--- config.mk ---
export PLATFORM = sky130hd
export DESIGN_NAME = seg_scan_ctrl
export DESIGN_NICKNAME = d
export VERILOG_FILES = /design/src/rtl/seg_scan_ctrl.sv
export SDC_FILE = /design/constraint.sdc
export NUM_CORES = 1
export LEC_CHECK = 0
export ABC_AREA = 1
export CELL_PAD_IN_SITES_DETAIL_PLACEMENT = 0
export CELL_PAD_IN_SITES_GLOBAL_PLACEMENT = 2
export CORE_ASPECT_RATIO = 1.2
export CORE_MARGIN = 5
export CORE_UTILIZATION = 25
export CTS_BUF_LIST = sky130_fd_sc_hd__clkbuf_4
export DETAILED_ROUTE_END_ITERATION = 6
export PLACE_DENSITY_LB_ADDON = 0.1
export SYNTH_ARGS = -nofsm -noshare
export SYNTH_HDL_FRONTEND = slang
export SYNTH_SLANG_ARGS = --single-unit
export TNS_END_PERCENT = 10
--- constraint.sdc ---
create_clock -name clk -period 5.2 [get_ports clk]
set_clock_uncertainty 0.05 [all_clocks]
set_input_delay 0.78 -clock clk [delete_from_list [all_inputs] [get_ports clk]]
set_output_delay 0.78 -clock clk [all_outputs]
set_load 0.005 [all_outputs]
--- src/rtl/seg_scan_ctrl.sv ---
// Scan controller for a 4-digit common-anode 7-segment display: double-buffered
// load port, per-digit dwell with blanking gap, and 16-level PWM brightness.
module seg_scan_ctrl #(
  parameter int unsigned DWELL_LOG2 = 17,
  parameter int unsigned BLANK_CYC  = 1000
) (
  input  logic        clk,
  input  logic        rst_n,
  input  logic        load_valid,
  output logic        load_ready,
  input  logic [15:0] load_digits,
  input  logic [3:0]  load_dp,
  input  logic [3:0]  brightness,
  output logic [6:0]  cathode,
  output logic        dp_n,
  output logic [3:0]  anode,
  output logic        frame_done
);

  localparam int unsigned BLANK_W = (BLANK_CYC > 1) ? $clog2(BLANK_CYC) : 1;
  localparam int unsigned CNT_W   = (DWELL_LOG2 > BLANK_W) ? DWELL_LOG2 : BLANK_W;
  localparam logic [CNT_W-1:0] ON_LAST    = CNT_W'((64'd1 << DWELL_LOG2) - 64'd1);
  localparam logic [CNT_W-1:0] BLANK_LAST = CNT_W'(BLANK_CYC - 1);
  localparam logic [6:0]       SEG_OFF    = 7'b1111111;

  typedef enum logic {
    ST_BLANK = 1'b0,
    ST_ON    = 1'b1
  } state_t;

  typedef struct packed {
    logic [15:0] digits;
    logic [3:0]  dp;
  } disp_buf_t;

  localparam disp_buf_t BUF_BLANK = '{digits: 16'hFFFF, dp: 4'h0};

  state_t           state_q, state_d;
  logic [CNT_W-1:0] cnt_q, cnt_d;
  logic [1:0]       idx_q, idx_d;
  disp_buf_t        active_q, active_d;
  disp_buf_t        shadow_q, shadow_d;
  logic             ready_d;
  logic             boundary_c;
  logic             lit_c;
  logic [3:0]       cur_digit_c;
  logic             cur_dp_c;
  logic [3:0]       anode_d;
  logic [6:0]       cathode_d;
  logic             dp_n_d;

  // Active-low {g,f,e,d,c,b,a}; codes 10..15 blank the digit.
  function automatic logic [6:0] seg_decode(input logic [3:0] d);
    logic [6:0] s;
    case (d)
      4'd0:    s = 7'b1000000;
      4'd1:    s = 7'b1111001;
      4'd2:    s = 7'b0100100;
      4'd3:    s = 7'b0110000;
      4'd4:    s = 7'b0011001;
      4'd5:    s = 7'b0010010;
      4'd6:    s = 7'b0000010;
      4'd7:    s = 7'b1111000;
      4'd8:    s = 7'b0000000;
      4'd9:    s = 7'b0010000;
      default: s = SEG_OFF;
    endcase
    return s;
  endfunction

  // Scan sequencing: ON dwell then BLANK gap, advancing the digit at the end of BLANK.
  always_comb begin
    state_d    = state_q;
    cnt_d      = cnt_q + CNT_W'(1);
    idx_d      = idx_q;
    boundary_c = 1'b0;
    case (state_q)
      ST_ON: begin
        if (cnt_q == ON_LAST) begin
          state_d = ST_BLANK;
          cnt_d   = '0;
        end
      end
      ST_BLANK: begin
        if (cnt_q == BLANK_LAST) begin
          state_d    = ST_ON;
          cnt_d      = '0;
          idx_d      = idx_q + 2'd1;
          boundary_c = (idx_q == 2'd3);
        end
      end
      default: begin
        state_d = ST_BLANK;
        cnt_d   = '0;
      end
    endcase
  end

  // Pin drive, registered one stage behind the scan state.
  always_comb begin
    anode_d     = 4'b1111;
    cathode_d   = SEG_OFF;
    dp_n_d      = 1'b1;
    cur_digit_c = 4'(active_q.digits >> {idx_q, 2'b00});
    cur_dp_c    = active_q.dp[idx_q];
    lit_c       = (state_q == ST_ON) && (cnt_q[DWELL_LOG2-1 -: 4] <= brightness);
    if (state_q == ST_ON) begin
      cathode_d = seg_decode(cur_digit_c);
    end
    if (lit_c) begin
      anode_d[idx_q] = 1'b0;
      dp_n_d         = ~cur_dp_c;
    end
  end

  // Shadow/active buffering: copy only at a frame boundary so a frame never tears.
  always_comb begin
    active_d = active_q;
    shadow_d = shadow_q;
    ready_d  = load_ready;
    if (boundary_c && !load_ready) begin
      active_d = shadow_q;
      ready_d  = 1'b1;
    end else if (load_valid && load_ready) begin
      shadow_d.digits = load_digits;
      shadow_d.dp     = load_dp;
      ready_d         = 1'b0;
    end
  end

  always_ff @(posedge clk or negedge rst_n) begin
    if (!rst_n) begin
      state_q    <= ST_BLANK;
      cnt_q      <= '0;
      idx_q      <= 2'd0;
      active_q   <= BUF_BLANK;
      shadow_q   <= '0;
      load_ready <= 1'b1;
      anode      <= 4'b1111;
      cathode    <= SEG_OFF;
      dp_n       <= 1'b1;
      frame_done <= 1'b0;
    end else begin
      state_q    <= state_d;
      cnt_q      <= cnt_d;
      idx_q      <= idx_d;
      active_q   <= active_d;
      shadow_q   <= shadow_d;
      load_ready <= ready_d;
      anode      <= anode_d;
      cathode    <= cathode_d;
      dp_n       <= dp_n_d;
      frame_done <= boundary_c;
    end
  end

endmodule

### Word-level counts from Yosys, hierarchy flattened

Memories as Yosys holds them, arrays and structs flattened.
Index checks and enable logic that the tools add are counted.

* add/sub/neg operators: 2
* order comparisons: 3
* eq/ne operators: 3
* shift-type cells: 1
* mux-type cells: 17
* bitwise operators: 4
* reduce and logical (&&, ||, !) cells: 8

Operators with widths (count)
* $mux W17: 2
* $pmux W17 S2: 1
* $add A17 B1 Y17 const B: 1
* $eq A17 B10 Y1 const B: 1
* $eq A17 B17 Y1 const B: 1
* $shr A16 B4 Y4: 1
* $mux W1: 9
* $mux W7: 1
* $le A4 B4 Y1: 1
* $logic_and A1 B1 Y1: 4
* $mux W4: 1
* $not A4 Y4: 1
* $reduce_and A2 Y1: 2
* $lt A2 B3 Y1 const B: 1
* $not A1 Y1: 3
* $add A2 B1 Y2 const B: 1
* $bmux W1 S2: 1
* $demux W1 S2: 1
* $eq A2 B2 Y1 const B: 1
* $ge A2 B1 Y1 const B: 1
* $pmux W1 S2: 1
* $reduce_bool A2 Y1: 1
* $logic_not A1 Y1: 1

* register bits: 74
* ROM bits: 112
* input port bits: 27
* output and inout port bits: 14
* word-level logic and storage cells: 51
* memories kept: 1

Memories
* (name not given): words 16, bits a word 7, rd ports 1, clocked after memory_dff 0, write ports 0, RTL line 55 `case (d)`

### Depth between registers and ports, before layout

* word-level depth: 6
* depth in mapped cells: 12
* mapped depth without buffers: 11

### Least setup slack after synthesis

OpenSTA, ideal clock, no wires.

* path type: reg-to-reg
* start point: reg cnt_q[0]
* end point: reg cnt_q[11]
* setup time: 0.118 ns
* data arrival time: 1.740 ns
* required time: 5.032 ns
* slack: 3.291 ns
* cell stages (with the launch flop): 13
* path buffers: 1
* period minus slack after synthesis: 1.909 ns
* path through: dfrtp_1 > ha_1 > nand2_1 > nor2_1 > nand2_1 > nor2_2 > nand3_1 > nor3_1 > ha_1 > nand2_1 > nand2_2 > buf_6 > nor2_1

* word-level cells in the longest chain between the ends: 3
* elaborated cells between the ends (all ways): 6
* classes of those cells: 1 x add/sub; 2 x eq/ne; 3 x mux

RTL lines
* start: declaration: RTL line 39 `logic [CNT_W-1:0] cnt_q, cnt_d;`
* start signal: assignment: RTL line 145 `cnt_q <= cnt_d;`
* $add A17 B1 Y17, or another cell as far along: RTL line 74 `cnt_d = cnt_q + CNT_W'(1);`
* $mux W17, on equally long branches: RTL line 85, 79
* $pmux W17 S2 (*): RTL line 77 `case (state_q)`
* net cnt_d[11]: RTL line 39

Mark *: on every way through the listed nets, which the timed path passes. The rest lies on a longest branch.
A chain may end at the register's enable or synchronous reset.

### Final worst setup path

* start point: reg idx_q[0]
* end point: reg active_q[3] (netlist name)

* word-level cells in the longest chain between the ends: 4

RTL lines
* start: declaration: RTL line 40 `logic [1:0] idx_q, idx_d;`
* start signal: assignment: RTL line 146 `idx_q <= idx_d;`
* $eq A2 B2 Y1: RTL line 89 `boundary_c = (idx_q == 2'd3);`
* $mux W1: RTL line 85 `if (cnt_q == BLANK_LAST) begin`
* $mux W1: RTL line 77
* $logic_and A1 B1 Y1: RTL line 121 `if (boundary_c && !load_ready) begin`
* end signal: assignment: RTL line 147 `active_q <= active_d;`
* end: declaration: RTL line 41 `disp_buf_t active_q, active_d;`

Every way passes these cells.

==> metrics.csv <==
metric,value,unit
Post-DP Area,4110,sq um
Yosys top cell by area,dfrtp_1,
Synthesized Nets,462,
synthesized-area fraction occupied by adder cells,5.57,%
setup violators final,0,
Clock Pin Slew Worst Setup and Hold Paths,0.12,ns
largest net degree at the start of global routing,75,
Setup CP Type,flip-flop to flip-flop,
Root Buffer,clkbuf_4,
setup TNS,0,ns
Initial DRT Pass Iterations,4,
mapped cell area,3600,sq um
First DRT Iteration DRCs,113,
Die Y,141,um
post-synthesis mux area share,0,%
first-pass GRT wire length,14.5,mm
Post-Place Worst Slack,2.46,ns
Slew Limit Fails,0,
Initial Util,25.3,%
Tmin final,2.56,ns
Critical Path RT,5.49,ns
drt drc,0,
nets,498,
post-synth top area share,31.3,%
TritonCTS buffer count,9,
#FFs+latches synth,74,
Max Freq,0.391,GHz
H-Tree Depth,3,
clock tree sinks,74,
Startpoint Class,flip-flop,
Mapped Cells,419,
GRT Total Usage,10.9,%
FILL cells,1535,
DR vias,2696,
Max Cap Viol,0,
Slew @ Worst Pin,0.998,ns
area added between synthesis and finish,18.2,%
Routed Antenna Nets,0,
ys flop type,dfrtp_1,
Setup crit end kind,flip-flop,
crit-path max FO,23,
most frequent cell after synthesis,nand2_1,
chip width,120,um
clock latency at the later pin of the worst-skew pair,0.44,ns
WP data arrival,2.84,ns
peak supply drop,0.0000933,V
Area contributors post-synth,"dfrtp_1, dfstp_2, nand2_1, ha_1, nand4_1",
Hold WS,0.418,ns
HP Class,input pin to asynchronous set/reset pin,
PnR worst setup slack,2.64,ns
synth warn,0,
RSZ-0062 raised after global routing,false,
GRT overflow,0,
Post-synth EDFFs,0,
synth unique cells,26,
row cnt,48,
leakage,2.00,nW
CTS tree,built,
post-synthesis simple-gate area fraction,30.3,%
gp weighted congestion,0.751,
"Avg Cell Area, Syn",8.59,sq um
vias in the first global route,2796,
sequential area share after synthesis,52.5,%
XOR/XNOR share of the synthesized area,2.19,%
Slew Limit Headroom,33.5,%
Die ar.,16900,sq um
Core ar.,14200,sq um
Post-synth top cells,"nand2_1, dfrtp_1, dfstp_2, nor2_1, inv_1",
status,"complete, no violations",
ys async rst share,100,%
period utilization,49.2,%
initial antenna violation count,1,
largest family of logic cells by synthesized area,simple AND/OR/NAND/NOR gates,
power density over cell area,264,nW/um^2
share of cells above drive strength 1,13.7,%
wire per inst,13.7,um
Resized cells post-CTS,0,
design area,4250,sq um
hpwl dp,6.18,mm
Final Hold Viols,0,
Compound-Gate Fraction of Synth Area,3.34,%
Via density,4.23,
Total Routed Length,8.71,mm
Post-Layout Cell Count,638,
Placed Cells,619,
I/O Buffers,40,
io pins,41,
Hold Buf Count CTS,0,
CTS Buffer Depth,2,
postcts setup bufs,0,
cells in the final DEF (no fill, tap or decap), drive strengths merged:
master           n
nand4           24
xor2             8
nor2            35
nor4             1
diode            3
a21oi            9
clkinv           1
dfstp           29
clkbuf          13
nand2          174
o211ai           4
dfrtp           45
o21ai            7
clkdlybuf4s50   39
buf              1
clkinvlp         1
nand3           15
ha              16
bufinv           1
nor3             5
xnor2            1
o22ai            1
inv             30
area by class of cell:
cell class	count	area, sq um	share of cell area (%)
clock inverter	3	41.3	0.971
timing repair buffer	40	398	9.36
inverter	30	113	2.65
antenna	3	7.51	0.177
clock buffer	13	97.6	2.29
tap	175	219	5.15
multi-input combinational	300	1490	35.0
sequential	74	1890	44.4
where the power goes:
| part | internal, mW | switching (mW) | leakage, nW |
|---|---|---|---|
| logic | 0.0415 | 0.0487 | 1.04 |
| clock network | 0.167 | 0.206 | 0.0757 |
| registers | 0.628 | 0.0307 | 0.886 |
metrics by stage:
step                power (mW)  utilization, %
floorplan                0.711               -
global placement         0.761            28.9
detailed placement       0.763            28.9
CTS                       1.15            29.8
global route              1.19            29.9
finish                    1.12            29.9
worst paths after layout:
| path | to | cells after the start | slack [ns] | startpoint |
|---|---|---|---|---|
| hold / removal | cnt_q[13] | 1 | 0.42 | rst_n |
| max in group asynchronous | frame_done | 1 | 4.02 | rst_n |
| min in group clk | active_q[19] | 2 | 0.42 | active_q[19] |
| setup / recovery | active_q[3] | 4 | 2.64 | idx_q[0] |
| hold reg to reg | active_q[19] | 2 | 0.42 | active_q[19] |
| setup reg to reg | active_q[3] | 4 | 2.64 | idx_q[0] |
flip-flops by register name, summed over array words and instances, names as in the netlist:
signal	count
frame_done	1
dp_n	1
state_q	1
idx_q	2
shadow_q	20
cathode	7
cnt_q	17
active_q	20
anode	4
load_ready	1
critical path, stage by stage, from the launching register on:
cell     delay (ns)
dfrtp_1        0.62
ha_1           0.82
nand4_2        0.69
nand2_1        0.21
nand2_1        0.06
per-layer routing:
layer  GRT usage [%]  wire (um)  vias to the layer above
met1            13.1       4060                     1232
met2            18.6       4270                       40
met4            5.79        190                        0
met5               0          0                        -
li1                -          -                     1412
met3            1.87        192                       12
cell families (layout without fill, tap and decap cells):
family | count (synthesis) | count (layout)
and+or+nand+nor | 254 | 254
other | 0 | 3
buffers and inverters | 45 | 86
DFF | 74 | 74
xor gates and xnor gates | 9 | 9
adders and majority gates | 16 | 16
AOI/OAI and AO/OA | 21 | 21
(Power assumes the default switching activity.)
